==> src/rtl/gpio_proto_pkg.sv <==
// Shared definitions for the 32-bit GPIO command protocol between the host master
// and the accelerator-side control block.
package gpio_proto_pkg;

  localparam logic [2:0] OP_KERNEL = 3'd0;
  localparam logic [2:0] OP_ISIZE  = 3'd1;
  localparam logic [2:0] OP_IMAGE  = 3'd2;
  localparam logic [2:0] OP_DREQ   = 3'd3;
  localparam logic [2:0] OP_RUN    = 3'd4;
  localparam logic [2:0] OP_PRST   = 3'd7;

  localparam int RST_BIT   = 0;
  localparam int DATA_LSB  = 1;
  localparam int DATA_MSB  = 24;
  localparam int VALID_BIT = 28;
  localparam int CTRL_LSB  = 29;
  localparam int CTRL_MSB  = 31;
  localparam int DATA_W    = 24;
  localparam int ISIZE_W   = 10;

  typedef logic [2:0] state_t;

  localparam state_t ST_IDLE     = 3'd0;
  localparam state_t ST_DRIVE    = 3'd1;
  localparam state_t ST_GAP      = 3'd2;
  localparam state_t ST_SAMPLE   = 3'd3;
  localparam state_t ST_WAIT_EOP = 3'd4;
  localparam state_t ST_PRST     = 3'd5;
  localparam state_t ST_RESP     = 3'd6;

  // Ops 0..4 are serialised onto the bus with a valid pulse.
  function automatic logic op_is_drive(input logic [2:0] op);
    return (op <= OP_RUN);
  endfunction

endpackage

==> src/rtl/gpio_word_pack.sv <==
// Combinational packing of reset, data, valid and ctrl fields into the GPIO word.
module gpio_word_pack
  import gpio_proto_pkg::*;
(
  input  logic              i_rst_bit,
  input  logic [DATA_W-1:0] i_data,
  input  logic              i_valid,
  input  logic [2:0]        i_ctrl,
  output logic [31:0]       o_word
);

  // Bits [27:25] stay zero.
  always_comb begin
    o_word                     = 32'h0;
    o_word[RST_BIT]            = i_rst_bit;
    o_word[DATA_MSB:DATA_LSB]  = i_data;
    o_word[VALID_BIT]          = i_valid;
    o_word[CTRL_MSB:CTRL_LSB]  = i_ctrl;
  end

endmodule

==> src/rtl/gpio_host_master.sv <==
// Host-side master: serialises queued commands onto the GPIO word with a timed
// valid pulse, samples returned data or waits for end-of-processing, then responds.
module gpio_host_master
  import gpio_proto_pkg::*;
#(
  parameter int VALID_HOLD  = 4,
  parameter int GAP_CYCLES  = 4,
  parameter int RSP_LAT     = 3,
  parameter int RST_CYCLES  = 8,
  parameter int EOP_TIMEOUT = 2**20,
  parameter int BITS_DATA   = 13
) (
  input  logic                 CLK100MHZ,
  input  logic                 i_rst,
  input  logic                 i_cmd_valid,
  input  logic [2:0]           i_cmd_op,
  input  logic [23:0]          i_cmd_data,
  output logic                 o_cmd_ready,
  output logic [31:0]          o_gpio,
  input  logic [31:0]          i_gpio,
  input  logic                 i_eop,
  output logic                 o_rsp_valid,
  output logic [BITS_DATA-1:0] o_rsp_data,
  output logic                 o_rsp_err,
  output logic                 o_busy
);

  localparam int MAX_A    = (VALID_HOLD > GAP_CYCLES) ? VALID_HOLD : GAP_CYCLES;
  localparam int MAX_B    = (RSP_LAT > RST_CYCLES) ? RSP_LAT : RST_CYCLES;
  localparam int MAX_C    = (MAX_A > MAX_B) ? MAX_A : MAX_B;
  localparam int MAX_HOLD = (MAX_C > EOP_TIMEOUT) ? MAX_C : EOP_TIMEOUT;
  localparam int CNT_W    = $clog2(MAX_HOLD + 1);

  localparam logic [CNT_W-1:0] CNT_SAT  = {CNT_W{1'b1}};
  localparam logic [CNT_W-1:0] VH_LAST  = CNT_W'(VALID_HOLD - 1);
  localparam logic [CNT_W-1:0] GAP_LAST = CNT_W'(GAP_CYCLES - 1);
  localparam logic [CNT_W-1:0] LAT_LAST = CNT_W'(RSP_LAT - 1);
  localparam logic [CNT_W-1:0] RST_LAST = CNT_W'(RST_CYCLES - 1);
  localparam logic [CNT_W-1:0] EOP_LAST = CNT_W'(EOP_TIMEOUT - 1);

  state_t               state_q, state_d;
  logic [CNT_W-1:0]     cnt_q, cnt_d, cnt_inc_s;
  logic [2:0]           op_q, op_d;
  logic [2:0]           ctrl_q, ctrl_d;
  logic [DATA_W-1:0]    data_q, data_d;
  logic                 err_q, err_d;
  logic [BITS_DATA-1:0] sample_q, sample_d;
  logic [31:0]          gpio_q, gpio_d;
  logic                 ready_q, ready_d;
  logic                 busy_q, busy_d;
  logic                 rsp_valid_q, rsp_valid_d;
  logic                 rsp_err_q, rsp_err_d;
  logic [BITS_DATA-1:0] rsp_data_q, rsp_data_d;
  logic                 accept_s;
  logic                 unused_gpio_s;

  assign accept_s      = i_cmd_valid & ready_q;
  assign cnt_inc_s     = (cnt_q == CNT_SAT) ? cnt_q : cnt_q + CNT_W'(1);
  assign unused_gpio_s = ^i_gpio;

  // Command sequencer: every phase restarts the counter on exit.
  always_comb begin
    state_d  = state_q;
    cnt_d    = cnt_inc_s;
    op_d     = op_q;
    ctrl_d   = ctrl_q;
    data_d   = data_q;
    err_d    = err_q;
    sample_d = sample_q;
    case (state_q)
      ST_IDLE: begin
        cnt_d = {CNT_W{1'b0}};
        if (accept_s) begin
          op_d     = i_cmd_op;
          err_d    = 1'b0;
          sample_d = {BITS_DATA{1'b0}};
          if (op_is_drive(i_cmd_op)) begin
            ctrl_d  = i_cmd_op;
            data_d  = (i_cmd_op == OP_ISIZE) ? {14'h0, i_cmd_data[ISIZE_W-1:0]} : i_cmd_data;
            state_d = ST_DRIVE;
          end else if (i_cmd_op == OP_PRST) begin
            ctrl_d  = 3'd0;
            data_d  = {DATA_W{1'b0}};
            state_d = ST_PRST;
          end else begin
            err_d   = 1'b1;
            state_d = ST_RESP;
          end
        end else begin
          state_d = ST_IDLE;
        end
      end
      ST_DRIVE: begin
        if (cnt_q == VH_LAST) begin
          cnt_d   = {CNT_W{1'b0}};
          state_d = ST_GAP;
        end else begin
          state_d = ST_DRIVE;
        end
      end
      ST_GAP: begin
        if (cnt_q == GAP_LAST) begin
          cnt_d = {CNT_W{1'b0}};
          case (op_q)
            OP_DREQ: state_d = ST_SAMPLE;
            OP_RUN:  state_d = ST_WAIT_EOP;
            default: state_d = ST_RESP;
          endcase
        end else begin
          state_d = ST_GAP;
        end
      end
      ST_SAMPLE: begin
        if (cnt_q == LAT_LAST) begin
          cnt_d    = {CNT_W{1'b0}};
          sample_d = i_gpio[BITS_DATA-1:0];
          state_d  = ST_RESP;
        end else begin
          state_d = ST_SAMPLE;
        end
      end
      ST_WAIT_EOP: begin
        if (i_eop) begin
          cnt_d   = {CNT_W{1'b0}};
          err_d   = 1'b0;
          state_d = ST_RESP;
        end else if (cnt_q == EOP_LAST) begin
          cnt_d   = {CNT_W{1'b0}};
          err_d   = 1'b1;
          state_d = ST_RESP;
        end else begin
          state_d = ST_WAIT_EOP;
        end
      end
      ST_PRST: begin
        if (cnt_q == RST_LAST) begin
          cnt_d   = {CNT_W{1'b0}};
          state_d = ST_RESP;
        end else begin
          state_d = ST_PRST;
        end
      end
      ST_RESP: begin
        cnt_d   = {CNT_W{1'b0}};
        state_d = ST_IDLE;
      end
      default: begin
        cnt_d   = {CNT_W{1'b0}};
        state_d = ST_IDLE;
      end
    endcase
  end

  // The bus word follows the next state so it is in phase with the FSM.
  gpio_word_pack u_pack (
    .i_rst_bit (state_d == ST_PRST),
    .i_data    (data_d),
    .i_valid   (state_d == ST_DRIVE),
    .i_ctrl    (ctrl_d),
    .o_word    (gpio_d)
  );

  // Handshake and response outputs.
  always_comb begin
    ready_d     = (state_d == ST_IDLE);
    busy_d      = (state_d != ST_IDLE);
    rsp_valid_d = (state_q == ST_RESP);
    rsp_err_d   = rsp_valid_d & err_q;
    rsp_data_d  = rsp_valid_d ? sample_q : {BITS_DATA{1'b0}};
  end

  // State and output registers with synchronous reset.
  always_ff @(posedge CLK100MHZ) begin
    if (i_rst) begin
      state_q     <= ST_IDLE;
      cnt_q       <= {CNT_W{1'b0}};
      op_q        <= 3'd0;
      ctrl_q      <= 3'd0;
      data_q      <= {DATA_W{1'b0}};
      err_q       <= 1'b0;
      sample_q    <= {BITS_DATA{1'b0}};
      gpio_q      <= 32'h0;
      ready_q     <= 1'b1;
      busy_q      <= 1'b0;
      rsp_valid_q <= 1'b0;
      rsp_err_q   <= 1'b0;
      rsp_data_q  <= {BITS_DATA{1'b0}};
    end else begin
      state_q     <= state_d;
      cnt_q       <= cnt_d;
      op_q        <= op_d;
      ctrl_q      <= ctrl_d;
      data_q      <= data_d;
      err_q       <= err_d;
      sample_q    <= sample_d;
      gpio_q      <= gpio_d;
      ready_q     <= ready_d;
      busy_q      <= busy_d;
      rsp_valid_q <= rsp_valid_d;
      rsp_err_q   <= rsp_err_d;
      rsp_data_q  <= rsp_data_d;
    end
  end

  assign o_cmd_ready = ready_q;
  assign o_busy      = busy_q;
  assign o_gpio      = gpio_q;
  assign o_rsp_valid = rsp_valid_q;
  assign o_rsp_err   = rsp_err_q;
  assign o_rsp_data  = rsp_data_q;

endmodule

==> config.mk <==
export PLATFORM = sky130hd
export DESIGN_NAME = gpio_host_master
export DESIGN_NICKNAME = d
export VERILOG_FILES = /design/src/rtl/gpio_proto_pkg.sv /design/src/rtl/gpio_word_pack.sv /design/src/rtl/gpio_host_master.sv
export SDC_FILE = /design/constraint.sdc
export NUM_CORES = 1
export LEC_CHECK = 0
export CORE_MARGIN = 3
export CORE_UTILIZATION = 47
export DETAILED_ROUTE_END_ITERATION = 10
export PLACE_DENSITY = 0.82
export RECOVER_POWER = 100
export SYNTH_ARGS = -nofsm -noshare
export SYNTH_HDL_FRONTEND = slang
export SYNTH_SLANG_ARGS = --single-unit
export TNS_END_PERCENT = 20
==> constraint.sdc <==
create_clock -name CLK100MHZ -period 2.4 [get_ports CLK100MHZ]
set_input_delay 0.36 -clock CLK100MHZ [delete_from_list [all_inputs] [get_ports CLK100MHZ]]
set_output_delay 0.36 -clock CLK100MHZ [all_outputs]
set_load 0.02 [all_outputs]
==> metrics.txt <==
run status finished, final reports clean; sequential area share after synthesis a little under half; Adder-Cell Fraction of Synth Area 0.648%; all-layer global routing usage roughly 20%; Core Box Area 7850 um2; Synth Area in Simple Gates around 25%; Clock Latency Late Sink 0.36 ns; root buf cell clkbuf_8; die area 9340 um2; gpl congestion approximately 0.9; Synth Cell Area 3860 um2; max_slew headroom 53.0%; Yosys top cell area share 45.1%; vias in the first global route 3335; worst hold path type reg -> reg; Final Setup Violations 0; ys flop type dfxtp_1; Commonest cells post-synth dfxtp_1 (87), nor2_1 (35), nand2_1 (31); nets 570; Worst-Margin Slew around 0.70 ns; Worst EP arrival 2.48 ns; ys async rst share 0%; Critical path origin state_q[2]; CTS buffer count 9; Via density between 5 and 6; drt drc 0; Routed Antenna Nets 0; die width about 97 um; CTS H-tree depth 3; drt pass-1 iters 4; Syn Inst Count 417; reg-to-reg endpoint o_cmd_ready; first-pass GRT wire length ~16000 um; Syn Area/Cell between 9 and 10 um2; Crit Path Class reg -> reg; multiplexer share of the synthesized area 0.259%; initial core utilization 49.2%; fmax 447 MHz; clk_skew 0.0138 ns; largest net degree at the start of global routing 31; layout cells sized above 1 between 10 and 15%; fin crit share slightly above 90%; compound-gate portion of the synthesized area 19.9%; peak supply drop roughly 0.43 mV; data required time of the worst path 2.65 ns; final wirelength 9400 um; count leader, synth dfxtp_1; reg-to-reg slack, setup 0.17 ns; Synth area leader dfxtp_1; RSZ-0062 raised after global routing false; final hold slack around 0.45 ns; WL per Instance about 15 um; clock sink total 87; Post-synth EDFFs 0; TNS Setup 0 ns; row cnt 32; r2r startpoint state_q[2]; post-synthesis xor/xnor area fraction 3.85%; crit path to o_cmd_ready; initial antenna violation count 0; Ant. Diodes 0; PwrDens 684 nW/um2; largest family of logic cells by synthesized area simple AND/OR/NAND/NOR gates; total I/O pin count 112; Worst setup SP type flip-flop; routed vias 3455; post-cts hold buffer count 0; #FFs+latches synth 87; CP Max Fanout 8; count of input and output buffers 89; Max Cap Viol 0; final slew viol count 0; Final Hold Viols 0; Layout area overhead 30.8%; Die H 96.7 um; CP Capture Type flip-flop; initial DRC count 216; Max Buffers Root-to-Sink 2; count of different cell masters after synthesis 62; total gr overflow 0; top post-synthesis cells by area dfxtp_1 (45%), a22oi_1 (4.9%), a211oi_1 (3.5%), nor2_1 (3.4%), a21oi_1 (3.2%); post-DP HPWL slightly below 7000 um; Synthesis Warnings 0; Leak Pwr 1.83 nW; clock-pin slew of the registers on the worst-case setup and hold paths ~0.090 ns; CTS tree done; R2R cell count 7; min Tclk post-route 2.23 ns
## through the flow
stage	setup slack, ns	total power [mW]	util [%]	instances	cell area, um2
5_1_grt	0.0000218	3.61	64.4	612	5050
2_1_floorplan	0.584	2.12	-	419	3870
6_report	0.165	3.45	64.4	612	5050
3_5_place_dp	0.122	2.44	62.0	596	4860
3_3_place_gp	0.254	2.42	62.0	596	4860
4_1_cts	0.165	3.51	64.7	612	5080
## cell families (layout without fill, tap and decap cells)
kind of cell,after synthesis,in the layout
DFF,87,87
and+or+nand+nor,168,168
muxes,1,1
buffers and inverters,37,128
AOI/OAI and AO/OA,104,104
other,1,3
xor gates and xnor gates,17,17
adders and majority gates,2,2
## placed cells by master (no fill, tap or decap), drive strengths merged, types with 3 or more instances in the layout
cell,n
nor4,10
buf,13
dfxtp,87
xnor2,12
nand3,24
nor4b,4
a22oi,25
dlygate4sd3,46
clkdlybuf4s50,43
nor2,36
nand4,7
and2,18
a221oi,3
clkbuf,14
and4,5
nor2b,4
o21ai,6
a31oi,5
xor2,5
nand2,32
conb,3
a21oi,25
o31ai,4
nand2b,4
and3,5
inv,9
nor3,10
a211oi,22
## layout make-up
cell class | count | area [um2]
inverters | 6 | 22.5
repair buffers | 106 | 1020
clock inverters | 6 | 75.1
fillers | 665 | 2800
clock buffers | 10 | 138
well taps | 102 | 128
multi-input cells | 295 | 1930
flip-flops and latches | 87 | 1740
## worst max-delay path: stages, from the launching register on
cell and delay [ns]:
dfxtp_1 0.32, clkbuf_1 0.20, nor3_1 0.57, and2_0 0.31, buf_4 0.19, a21oi_1 0.08, and3_1 0.23, a31o_1 0.24
## worst min path at each step
stage                       from              to  slack (ns)  depth (start not counted)
finish              sample_q[12]    sample_q[12]        0.45                          2
global route         sample_q[3]   o_rsp_data[3]        0.46                          1
CTS                 sample_q[12]    sample_q[12]        0.45                          2
detailed placement  sample_q[12]  o_rsp_data[12]        0.44                          1
global placement     sample_q[8]     sample_q[8]        0.43                          2
floorplan            sample_q[0]     sample_q[0]        0.43                          2
## what timing repair did
action / in CTS / in global routing
endpoints found under the setup margin: 0 / 13
resized for setup: 0 / 1
setup buffers: 0 / 0
hold endpoints to repair: 0 / 0
## metal layers
metal  GRT usage, %  vias to the layer above  wire length, um
met3           4.47                       15              499
met4           6.37                        0              148
li1               -                     1695                -
met1           25.4                     1642             4020
met5              0                        -                0
met2           34.4                      103             4740
## flip-flops by register name (all words and copies together), names as in the netlist, 3 cells and up
register	count
cnt_q	21
op_q	3
o_rsp_data	13
data_q	23
o_gpio	3
state_q	3
ctrl_q	3
sample_q	13
## power by group
group / internal (mW) / switching (mW)
Clock: 0.526 / 0.555
Combinational: 0.316 / 0.478
Sequential: 1.53 / 0.0501
Note: power is estimated with default switching activity, not from simulation.
